===== config.mk =====
export PLATFORM = sky130hd
export DESIGN_NAME = piso_serializer_flat
export DESIGN_NICKNAME = d
export VERILOG_FILES = /design/src/rtl/piso_serializer_pkg.sv /design/src/rtl/piso_serializer_if.sv /design/src/rtl/piso_serializer_bit_counter.sv /design/src/rtl/piso_serializer.sv /design/src/flat_wrapper.sv
export SDC_FILE = /design/constraint.sdc
export NUM_CORES = 1
export LEC_CHECK = 0
export CAP_MARGIN = 20
export CORE_MARGIN = 2
export CORE_UTILIZATION = 55
export CTS_BUF_LIST = sky130_fd_sc_hd__clkbuf_4 sky130_fd_sc_hd__clkbuf_8
export CTS_CLUSTER_DIAMETER = 100
export CTS_CLUSTER_SIZE = 24
export DETAILED_ROUTE_END_ITERATION = 7
export MAX_ROUTING_LAYER = met4
export PLACE_DENSITY = 0.85
export SYNTH_ARGS = -nofsm -noshare
export SYNTH_HDL_FRONTEND = slang
export SYNTH_HIERARCHICAL = 1
export SYNTH_SLANG_ARGS = --single-unit
export TNS_END_PERCENT = 1

===== constraint.sdc =====
create_clock -name clk -period 2.6 [get_ports clk]
set_clock_uncertainty 0.1 [all_clocks]
set_input_delay 0.52 -clock clk [delete_from_list [all_inputs] [get_ports clk]]
set_output_delay 0.52 -clock clk [all_outputs]
set_load 0.02 [all_outputs]

===== src/rtl/piso_serializer_pkg.sv =====
// Shared constants for the parallel-in / serial-out serializer blocks.
// FSM state and bit-order encodings are fixed values relied on by the datapath.
package piso_serializer_pkg;

    typedef enum logic {
        IDLE  = 1'b0,
        SHIFT = 1'b1
    } state_t;

    localparam logic DIR_LSB_FIRST = 1'b1;
    localparam logic DIR_MSB_FIRST = 1'b0;

    localparam int unsigned N_MIN = 2;
    localparam int unsigned N_MAX = 64;

    function automatic int unsigned cnt_width(input int unsigned n);
        return (n < 2) ? 1 : $clog2(n);
    endfunction

endpackage


===== src/rtl/piso_serializer_if.sv =====
// Word-in / bit-out handshake bundle for piso_serializer.
// master drives words and serial back-pressure; slave is the serializer.
interface piso_serializer_if #(
    parameter int unsigned N = 8
) ();

    logic         in_valid;
    logic [N-1:0] in_data;
    logic         shift_dir;
    logic         in_ready;

    logic         ser_ready;
    logic         ser_valid;
    logic         ser_bit;
    logic         ser_first;
    logic         ser_last;
    logic         busy;

    modport master (
        output in_valid, in_data, shift_dir, ser_ready,
        input  in_ready, ser_valid, ser_bit, ser_first, ser_last, busy
    );

    modport slave (
        input  in_valid, in_data, shift_dir, ser_ready,
        output in_ready, ser_valid, ser_bit, ser_first, ser_last, busy
    );

endinterface


===== src/rtl/piso_serializer_bit_counter.sv =====
// Modulo-N bit position counter; clear has priority over enable, wraps after N-1.
import piso_serializer_pkg::*;

module bit_counter #(
    parameter int unsigned N = 8
) (
    input  logic                      clk,
    input  logic                      reset,
    input  logic                      clear,
    input  logic                      enable,
    output logic [cnt_width(N)-1:0]   count,
    output logic                      tc
);

    localparam int unsigned CW = cnt_width(N);
    localparam logic [CW-1:0] LAST = CW'(N - 1);

    assign tc = (count == LAST);

    always_ff @(posedge clk) begin
        if (reset) begin
            count <= '0;
        end else if (clear) begin
            count <= '0;
        end else if (enable) begin
            count <= tc ? '0 : count + 1'b1;
        end
    end

endmodule


===== src/rtl/piso_serializer.sv =====
// Parallel-in / serial-out serializer with valid/ready on both sides.
// A new word may be loaded on the last-bit transfer, so back-to-back words have no bubble.
import piso_serializer_pkg::*;

module piso_serializer #(
    parameter int unsigned N = 8
) (
    input  logic               clk,
    input  logic               reset,
    piso_serializer_if.slave   bus
);

    localparam int unsigned CW = cnt_width(N);

    state_t        state;
    logic [N-1:0]  sreg;
    logic          dir_q;
    logic [CW-1:0] count;
    logic          tc;

    logic          in_shift;
    logic          last_bit;
    logic          xfer;
    logic          accept;
    logic [N-1:0]  sreg_next;

    assign in_shift = (state == SHIFT);
    assign last_bit = in_shift && tc;
    assign xfer     = in_shift && bus.ser_ready;
    assign accept   = bus.in_valid && bus.in_ready;

    assign sreg_next = (dir_q == DIR_LSB_FIRST) ? {1'b0, sreg[N-1:1]}
                                                : {sreg[N-2:0], 1'b0};

    bit_counter #(
        .N (N)
    ) u_bit_counter (
        .clk    (clk),
        .reset  (reset),
        .clear  (accept),
        .enable (xfer),
        .count  (count),
        .tc     (tc)
    );

    always_ff @(posedge clk) begin
        if (reset) begin
            state <= IDLE;
            sreg  <= '0;
            dir_q <= DIR_MSB_FIRST;
        end else begin
            case (state)
                IDLE: begin
                    if (accept) begin
                        sreg  <= bus.in_data;
                        dir_q <= bus.shift_dir;
                        state <= SHIFT;
                    end
                end
                SHIFT: begin
                    if (xfer) begin
                        // Reload on the last bit when a word is waiting; otherwise drain to IDLE.
                        if (tc && accept) begin
                            sreg  <= bus.in_data;
                            dir_q <= bus.shift_dir;
                        end else begin
                            sreg <= sreg_next;
                            if (tc) begin
                                state <= IDLE;
                            end
                        end
                    end
                end
                default: state <= IDLE;
            endcase
        end
    end

    assign bus.in_ready  = !in_shift || (last_bit && bus.ser_ready);
    assign bus.ser_valid = in_shift;
    assign bus.busy      = in_shift;
    assign bus.ser_bit   = (dir_q == DIR_LSB_FIRST) ? sreg[0] : sreg[N-1];
    assign bus.ser_first = in_shift && (count == '0);
    assign bus.ser_last  = last_bit;

endmodule

===== src/flat_wrapper.sv =====
// flat-port wrapper written by rule: the top's interface ports become plain ports
module piso_serializer_flat 
#(
    parameter int unsigned N = 8
)
  (clk, reset, bus_in_valid, bus_in_data, bus_shift_dir, bus_ser_ready, bus_in_ready, bus_ser_valid, bus_ser_bit, bus_ser_first, bus_ser_last, bus_busy);
  piso_serializer_if #(.N(N)) bus_i ();
  input  logic clk;
  input  logic reset;
  input wire logic [$bits(bus_i.in_valid)-1:0] bus_in_valid;
  input wire logic [$bits(bus_i.in_data)-1:0] bus_in_data;
  input wire logic [$bits(bus_i.shift_dir)-1:0] bus_shift_dir;
  input wire logic [$bits(bus_i.ser_ready)-1:0] bus_ser_ready;
  output wire logic [$bits(bus_i.in_ready)-1:0] bus_in_ready;
  output wire logic [$bits(bus_i.ser_valid)-1:0] bus_ser_valid;
  output wire logic [$bits(bus_i.ser_bit)-1:0] bus_ser_bit;
  output wire logic [$bits(bus_i.ser_first)-1:0] bus_ser_first;
  output wire logic [$bits(bus_i.ser_last)-1:0] bus_ser_last;
  output wire logic [$bits(bus_i.busy)-1:0] bus_busy;
  assign bus_i.in_valid = bus_in_valid;
  assign bus_i.in_data = bus_in_data;
  assign bus_i.shift_dir = bus_shift_dir;
  assign bus_i.ser_ready = bus_ser_ready;
  assign bus_in_ready = bus_i.in_ready;
  assign bus_ser_valid = bus_i.ser_valid;
  assign bus_ser_bit = bus_i.ser_bit;
  assign bus_ser_first = bus_i.ser_first;
  assign bus_ser_last = bus_i.ser_last;
  assign bus_busy = bus_i.busy;
  piso_serializer #(.N(N)) u_core (.clk(clk), .reset(reset), .bus(bus_i));
endmodule

# ---- Word level (Yosys, flattened, before mapping)
# Index checks and enable logic that the tools add are counted.
dict set report classes {
  n_addsub 1
  bitwise_logic 1
  n_eq_ne 4
  n_reduce_logical 12
  n_mux 16
}
# cell count
set ops {}
lappend ops {{$mux 8} 4}
lappend ops {{$pmux 8 s2} 1}
lappend ops {{$mux 1} 8}
lappend ops {{$logic_and 1x1->1} 6}
lappend ops {{$ne 2x2->1 const B} 2}
lappend ops {{$pmux 1 s2} 2}
lappend ops {{$add 3x1->3 const B} 1}
lappend ops {{$eq 3x3->1 const B} 1}
lappend ops {{$logic_not 3->1} 1}
lappend ops {{$mux 3} 1}
lappend ops {{$reduce_and 3->1} 1}
lappend ops {{$ne 2x1->1 const B} 1}
lappend ops {{$reduce_and 2->1} 1}
lappend ops {{$reduce_or 2->1} 1}
lappend ops {{$logic_not 1->1} 1}
lappend ops {{$logic_or 1x1->1} 1}
lappend ops {{$not 1->1} 1}
dict set report totals {
  inputBits 13
  regBits 13
  out_inout_bits 6
  elab_cells 38
}

# ---- Longest topological paths before layout
dict set report depth {
  word_depth 9
  mapped_depth 6
}

# ---- Modules after synthesis
# The synthesis kept the hierarchy.
# mod cells_each instances seq_area_each_um2 area_per_inst_um2
set modules_own_cells {}
lappend modules_own_cells {piso_serializer 79 1 200.2 680.7}
lappend modules_own_cells {bit_counter 13 1 60.1 148.9}

# ---- Least setup slack after synthesis
# OpenSTA, ideal clock, no wires.
dict set report synth_timing {
  path_type {register -> output}
  from {register u_core.state (netlist: u_core/bus.busy)}
  to {output port bus_ser_first}
  t_arrival_ps 1520
  required_time_ps 1980
  path_slack_ps 460
  path_stages_with_launch 4
  n_path_buf 2
  cell_sequence {dfxtp_1 buf_6 buf_2 nor4b_1}
}
dict set report synth_between {
  elab_chain_len 1
}
# item line
set synth_rtl {}
lappend synth_rtl {{start: declaration} piso_serializer.sv:15} ;# state_t state;
lappend synth_rtl {{start signal: assignment} piso_serializer.sv:48} ;# state <= IDLE;
lappend synth_rtl {{start signal: assignment} piso_serializer.sv:57} ;# state <= SHIFT;
lappend synth_rtl {{start signal: assignment} piso_serializer.sv:69} ;# state <= IDLE;
lappend synth_rtl {{$logic_and 1x1->1} piso_serializer.sv:83} ;# assign bus.ser_first = in_shift && (count == '0);
lappend synth_rtl {{end: declaration} flat_wrapper.sv:17} ;# output wire logic [$bits(bus_i.ser_first)-1:0] bus_ser_first;
# No other way between the ends.

# ---- Worst setup path in the final report
dict set report layout_timing {
  from {register u_core.u_bit_counter.count[0]}
  to {output port bus_ser_last}
}
dict set report layout_between {
  elab_chain_len 2
}
# item line
set layout_rtl {}
lappend layout_rtl {{start: declaration} piso_serializer_bit_counter.sv:11} ;# output logic [cnt_width(N)-1:0] count,
lappend layout_rtl {{start signal: assignment} piso_serializer_bit_counter.sv:26} ;# count <= tc ? '0 : count + 1'b1;
lappend layout_rtl {{$eq 3x3->1} piso_serializer_bit_counter.sv:18} ;# assign tc = (count == LAST);
lappend layout_rtl {{named net u_core.tc} piso_serializer.sv:19} ;# logic tc;
lappend layout_rtl {{$logic_and 1x1->1} piso_serializer.sv:28} ;# assign last_bit = in_shift && tc;
lappend layout_rtl {{end: declaration} flat_wrapper.sv:18} ;# output wire logic [$bits(bus_i.ser_last)-1:0] bus_ser_last;
# The timed path passes the listed nets, and every way through them passes these cells.

==> metrics.txt <==
# TYPE chip_impl_metric gauge
chip_impl_metric{name="cellInternalPower",unit="mW"} 0.347
chip_impl_metric{name="antenna_found_initial",unit=""} 0
chip_impl_metric{name="synthesis.instances",unit=""} 92
chip_impl_metric{name="post_cts_buffers",unit=""} 0
chip_impl_metric{name="grt_pass1_wl",unit="mm"} 3.45
chip_impl_metric{name="dp_hpwl",unit="mm"} 1.42
chip_impl_info{name="r2r_end",value="u_core/u_bit_counter/count[0]"} 1
chip_impl_metric{name="cts_resized",unit=""} 0
chip_impl_metric{name="drt_first_iter_violations",unit=""} 31
chip_impl_metric{name="layout_cell_share_with_drive_strength_beyond_1",unit="%"} 14.4
chip_impl_metric{name="filler_cell_count",unit=""} 114
chip_impl_info{name="critical_path_class",value="flop to output port"} 1
chip_impl_metric{name="report.power.total",unit="mW"} 0.486
chip_impl_metric{name="detailed_route_via_count",unit=""} 816
chip_impl_metric{name="setup-violations-final",unit=""} 0
chip_impl_metric{name="syn-cell-area",unit="sq um"} 830
chip_impl_metric{name="fp.dieW",unit="um"} 42.8
chip_impl_metric{name="number_of_buffers_created_by_cts",unit=""} 3
chip_impl_metric{name="htreeDepth",unit=""} 1
chip_impl_metric{name="synth_fp_nets",unit=""} 107
chip_impl_metric{name="reg2reg_setup_slack",unit="ns"} 0.77
chip_impl_metric{name="timing.final.crit_period",unit="ns"} 2.47
chip_impl_metric{name="cp.arrival",unit="ns"} 1.85
chip_impl_metric{name="remaining_drc_errors",unit=""} 0
chip_impl_metric{name="floorplan.rows",unit=""} 14
chip_impl_metric{name="syn2layout_area_growth",unit="%"} 26.1
chip_impl_metric{name="clk_sinks",unit=""} 13
chip_impl_info{name="critPathLaunch",value="u_core/u_bit_counter/count[0]"} 1
chip_impl_metric{name="sw_frac_of_total",unit="%"} 28.5
chip_impl_metric{name="power_density",unit="nW/um^2"} 464
chip_impl_metric{name="p_clk_share",unit="%"} 28.0
chip_impl_metric{name="drtPass1Iterations",unit=""} 4
chip_impl_metric{name="clk_latency",unit="ns"} 0.27
chip_impl_metric{name="share_of_flip_flops_with_an_asynchronous_set_or_reset_after_synthesis",unit="%"} 0
chip_impl_metric{name="number_of_buffers_between_clock_root_and_the_deepest_sink",unit=""} 2
chip_impl_metric{name="total_congestion_overflow",unit=""} 0
chip_impl_metric{name="power.share.sequential",unit="%"} 47.2
chip_impl_metric{name="synth_warnings",unit=""} 6
chip_impl_metric{name="combPwrFrac",unit="%"} 24.8
chip_impl_metric{name="num_ports",unit=""} 19
chip_impl_metric{name="cts_hold_buf",unit=""} 0
chip_impl_metric{name="setup_total_negative_slack",unit="ns"} 0
chip_impl_metric{name="gp_congestion",unit=""} 0.843
chip_impl_metric{name="final_net_count",unit=""} 127
chip_impl_metric{name="timing.max_cap.violations",unit=""} 0
chip_impl_info{name="clock_tree_from_tritoncts",value="yes"} 1
chip_impl_metric{name="flops_latches_synth",unit=""} 13
chip_impl_metric{name="cts.clk_slew.worst_paths",unit="ns"} 0.08
chip_impl_info{name="holdCritPathClass",value="flop to flop"} 1
chip_impl_metric{name="net-switching-power",unit="mW"} 0.138
chip_impl_metric{name="io_buffer_count",unit=""} 18
chip_impl_info{name="worstReg2RegStart",value="u_core/bus.busy"} 1
chip_impl_metric{name="final-max-slew-violation-count",unit=""} 0
chip_impl_metric{name="drt-total-wl",unit="mm"} 1.99
chip_impl_metric{name="core_area",unit="sq um"} 1450
chip_impl_metric{name="synth.lib_cells_used.distinct",unit=""} 30
chip_impl_info{name="layout_common_cells",value="17 x sky130_fd_sc_hd__clkdlybuf4s50_1, 13 x sky130_fd_sc_hd__dfxtp_1, 11 x sky130_fd_sc_hd__nand3_1"} 1
chip_impl_metric{name="synth_edf_count",unit=""} 0
chip_impl_metric{name="tightest_slew",unit="ns"} 0.684
chip_impl_metric{name="die_area",unit="sq um"} 1830
chip_impl_metric{name="cp.required",unit="ns"} 1.98
chip_impl_metric{name="vdd_ir_drop_max",unit="uV"} 249
chip_impl_metric{name="grt_max_degree",unit=""} 14
chip_impl_metric{name="slew_headroom",unit="%"} 54.3
chip_impl_metric{name="initial_utilization",unit="%"} 57.1
chip_impl_info{name="synthFlopType",value="sky130_fd_sc_hd__dfxtp_1"} 1
chip_impl_metric{name="diodes",unit=""} 0
chip_impl_info{name="cell_at_the_root_of_the_clock_tree",value="sky130_fd_sc_hd__clkbuf_4"} 1
chip_impl_metric{name="synth-seq-area-share",unit="%"} 31.4
chip_impl_metric{name="critical_path_peak_fanout",unit=""} 8
chip_impl_metric{name="vias_per_cell",unit=""} 6.43
chip_impl_info{name="setup.worst_path.start_class",value="flop"} 1
chip_impl_metric{name="dieHeight",unit="um"} 42.8
chip_impl_metric{name="wl_per_cell",unit="um"} 15.6
chip_impl_metric{name="rr_worst_depth",unit=""} 4
chip_impl_metric{name="min_period_over_period",unit="%"} 95.2
chip_impl_metric{name="grt_pass1_vias",unit=""} 749
chip_impl_metric{name="power.static_leakage",unit="nW"} 0.377
chip_impl_metric{name="hold_viol",unit=""} 0
chip_impl_metric{name="achievable-frequency",unit="GHz"} 0.404
chip_impl_metric{name="grt_usage",unit="%"} 25.7
chip_impl_info{name="outcome",value="complete, no violations"} 1
chip_impl_info{name="grt_setup_unrepaired",value="false"} 1
chip_impl_info{name="cp-end-kind",value="output port"} 1
chip_impl_metric{name="synth_area_per_cell",unit="sq um"} 9.02
chip_impl_info{name="final_common_cell",value="sky130_fd_sc_hd__clkdlybuf4s50_1"} 1
chip_impl_info{name="crit_end",value="bus_ser_last"} 1
chip_impl_metric{name="route.antenna.remaining_nets",unit=""} 0
synth_stat cells (all sizes together) (3+ instances only):
master | n | area share, %
nand2b | 3 | 2.3
nor3 | 7 | 4.2
a32o | 6 | 7.2
nand3 | 11 | 6.6
mux2i | 7 | 8.4
or2 | 6 | 4.5
buf | 6 | 5.0
inv | 3 | 1.4
dfxtp | 13 | 31
a21oi | 8 | 4.8
worst min-delay path by stage:
stage | start | to | slack, ns | cells past startpoint
floorplan | u_core/sreg[1] | u_core/sreg[1] | 0.36 | 1
global placement | u_core/sreg[3] | u_core/sreg[3] | 0.38 | 1
detailed placement | u_core/sreg[4] | u_core/sreg[4] | 0.38 | 1
CTS | u_core/sreg[3] | u_core/sreg[3] | 0.40 | 1
global route | u_core/sreg[3] | u_core/sreg[3] | 0.45 | 1
finish | u_core/sreg[3] | u_core/sreg[3] | 0.40 | 1
worst max-delay path, stage by stage (launching register included):
cell	delay [ns]
sky130_fd_sc_hd__dfxtp_1	0.39
sky130_fd_sc_hd__ha_1	0.18
sky130_fd_sc_hd__ha_2	0.27
sky130_fd_sc_hd__and2_1	0.15
sky130_fd_sc_hd__clkdlybuf4s50_1	0.59
through the flow:
| stage | std cells | worst slack, ns | cell area, sq um | utilization (%) | hold slack, ns |
|---|---|---|---|---|---|
| floorplan | 92 | 0.460 | 830 | - | 0.363 |
| global placement | 123 | 0.155 | 1010 | 69.5 | 0.383 |
| detailed placement | 123 | 0.134 | 1010 | 69.5 | 0.382 |
| CTS | 127 | 0.0157 | 1040 | 71.6 | 0.404 |
| global route | 127 | 0.0262 | 1050 | 71.9 | 0.447 |
| finish | 127 | 0.125 | 1050 | 71.9 | 0.402 |
power groups by stage:
stage	Combinational [mW]	Clock, mW	Sequential (mW)
after CTS	0.120	0.139	0.229
after global routing	0.130	0.153	0.232
after global placement	0.116	0	0.233
after floorplan	0.0779	0	0.228
after detailed placement	0.119	0	0.234
final	0.120	0.136	0.229
flip-flops by register name (all words and copies together) (netlist names):
signal	flops
u_core/u_bit_counter/count	3
u_core/dir_q	1
u_core/sreg	8
u_core/bus.busy	1
cells by family (layout without fill, tap and decap cells):
group / count (synthesis) / after routing / synth area share (%)
multiplexers: 9 / 9 / 11.6
AO/OA/AOI/OAI: 22 / 22 / 20.1
AND/OR/NAND/NOR: 37 / 37 / 27.6
flip-flops: 13 / 13 / 31.4
buffers and inverters: 9 / 28 / 6.33
adder cells (fa/ha/maj): 2 / 2 / 3.02
layout make-up:
| type | count | area (sq um) | share of cell area, % |
|---|---|---|---|
| Timing Repair Buffer | 21 | 205 | 19.6 |
| Inverter | 3 | 11.3 | 1.08 |
| Sequential cell | 13 | 260 | 24.9 |
| Clock buffer | 4 | 30.0 | 2.87 |
| Tap cell | 16 | 20.0 | 1.91 |
| Multi-Input combinational cell | 70 | 519 | 49.6 |
metal layers:
metal,GRT usage [%],wire length (um)
met1,32.5,920
met2,40.0,928
met3,4.26,122
met4,11.9,17
met5,-,0
Note: power is estimated with default switching activity, not from simulation.
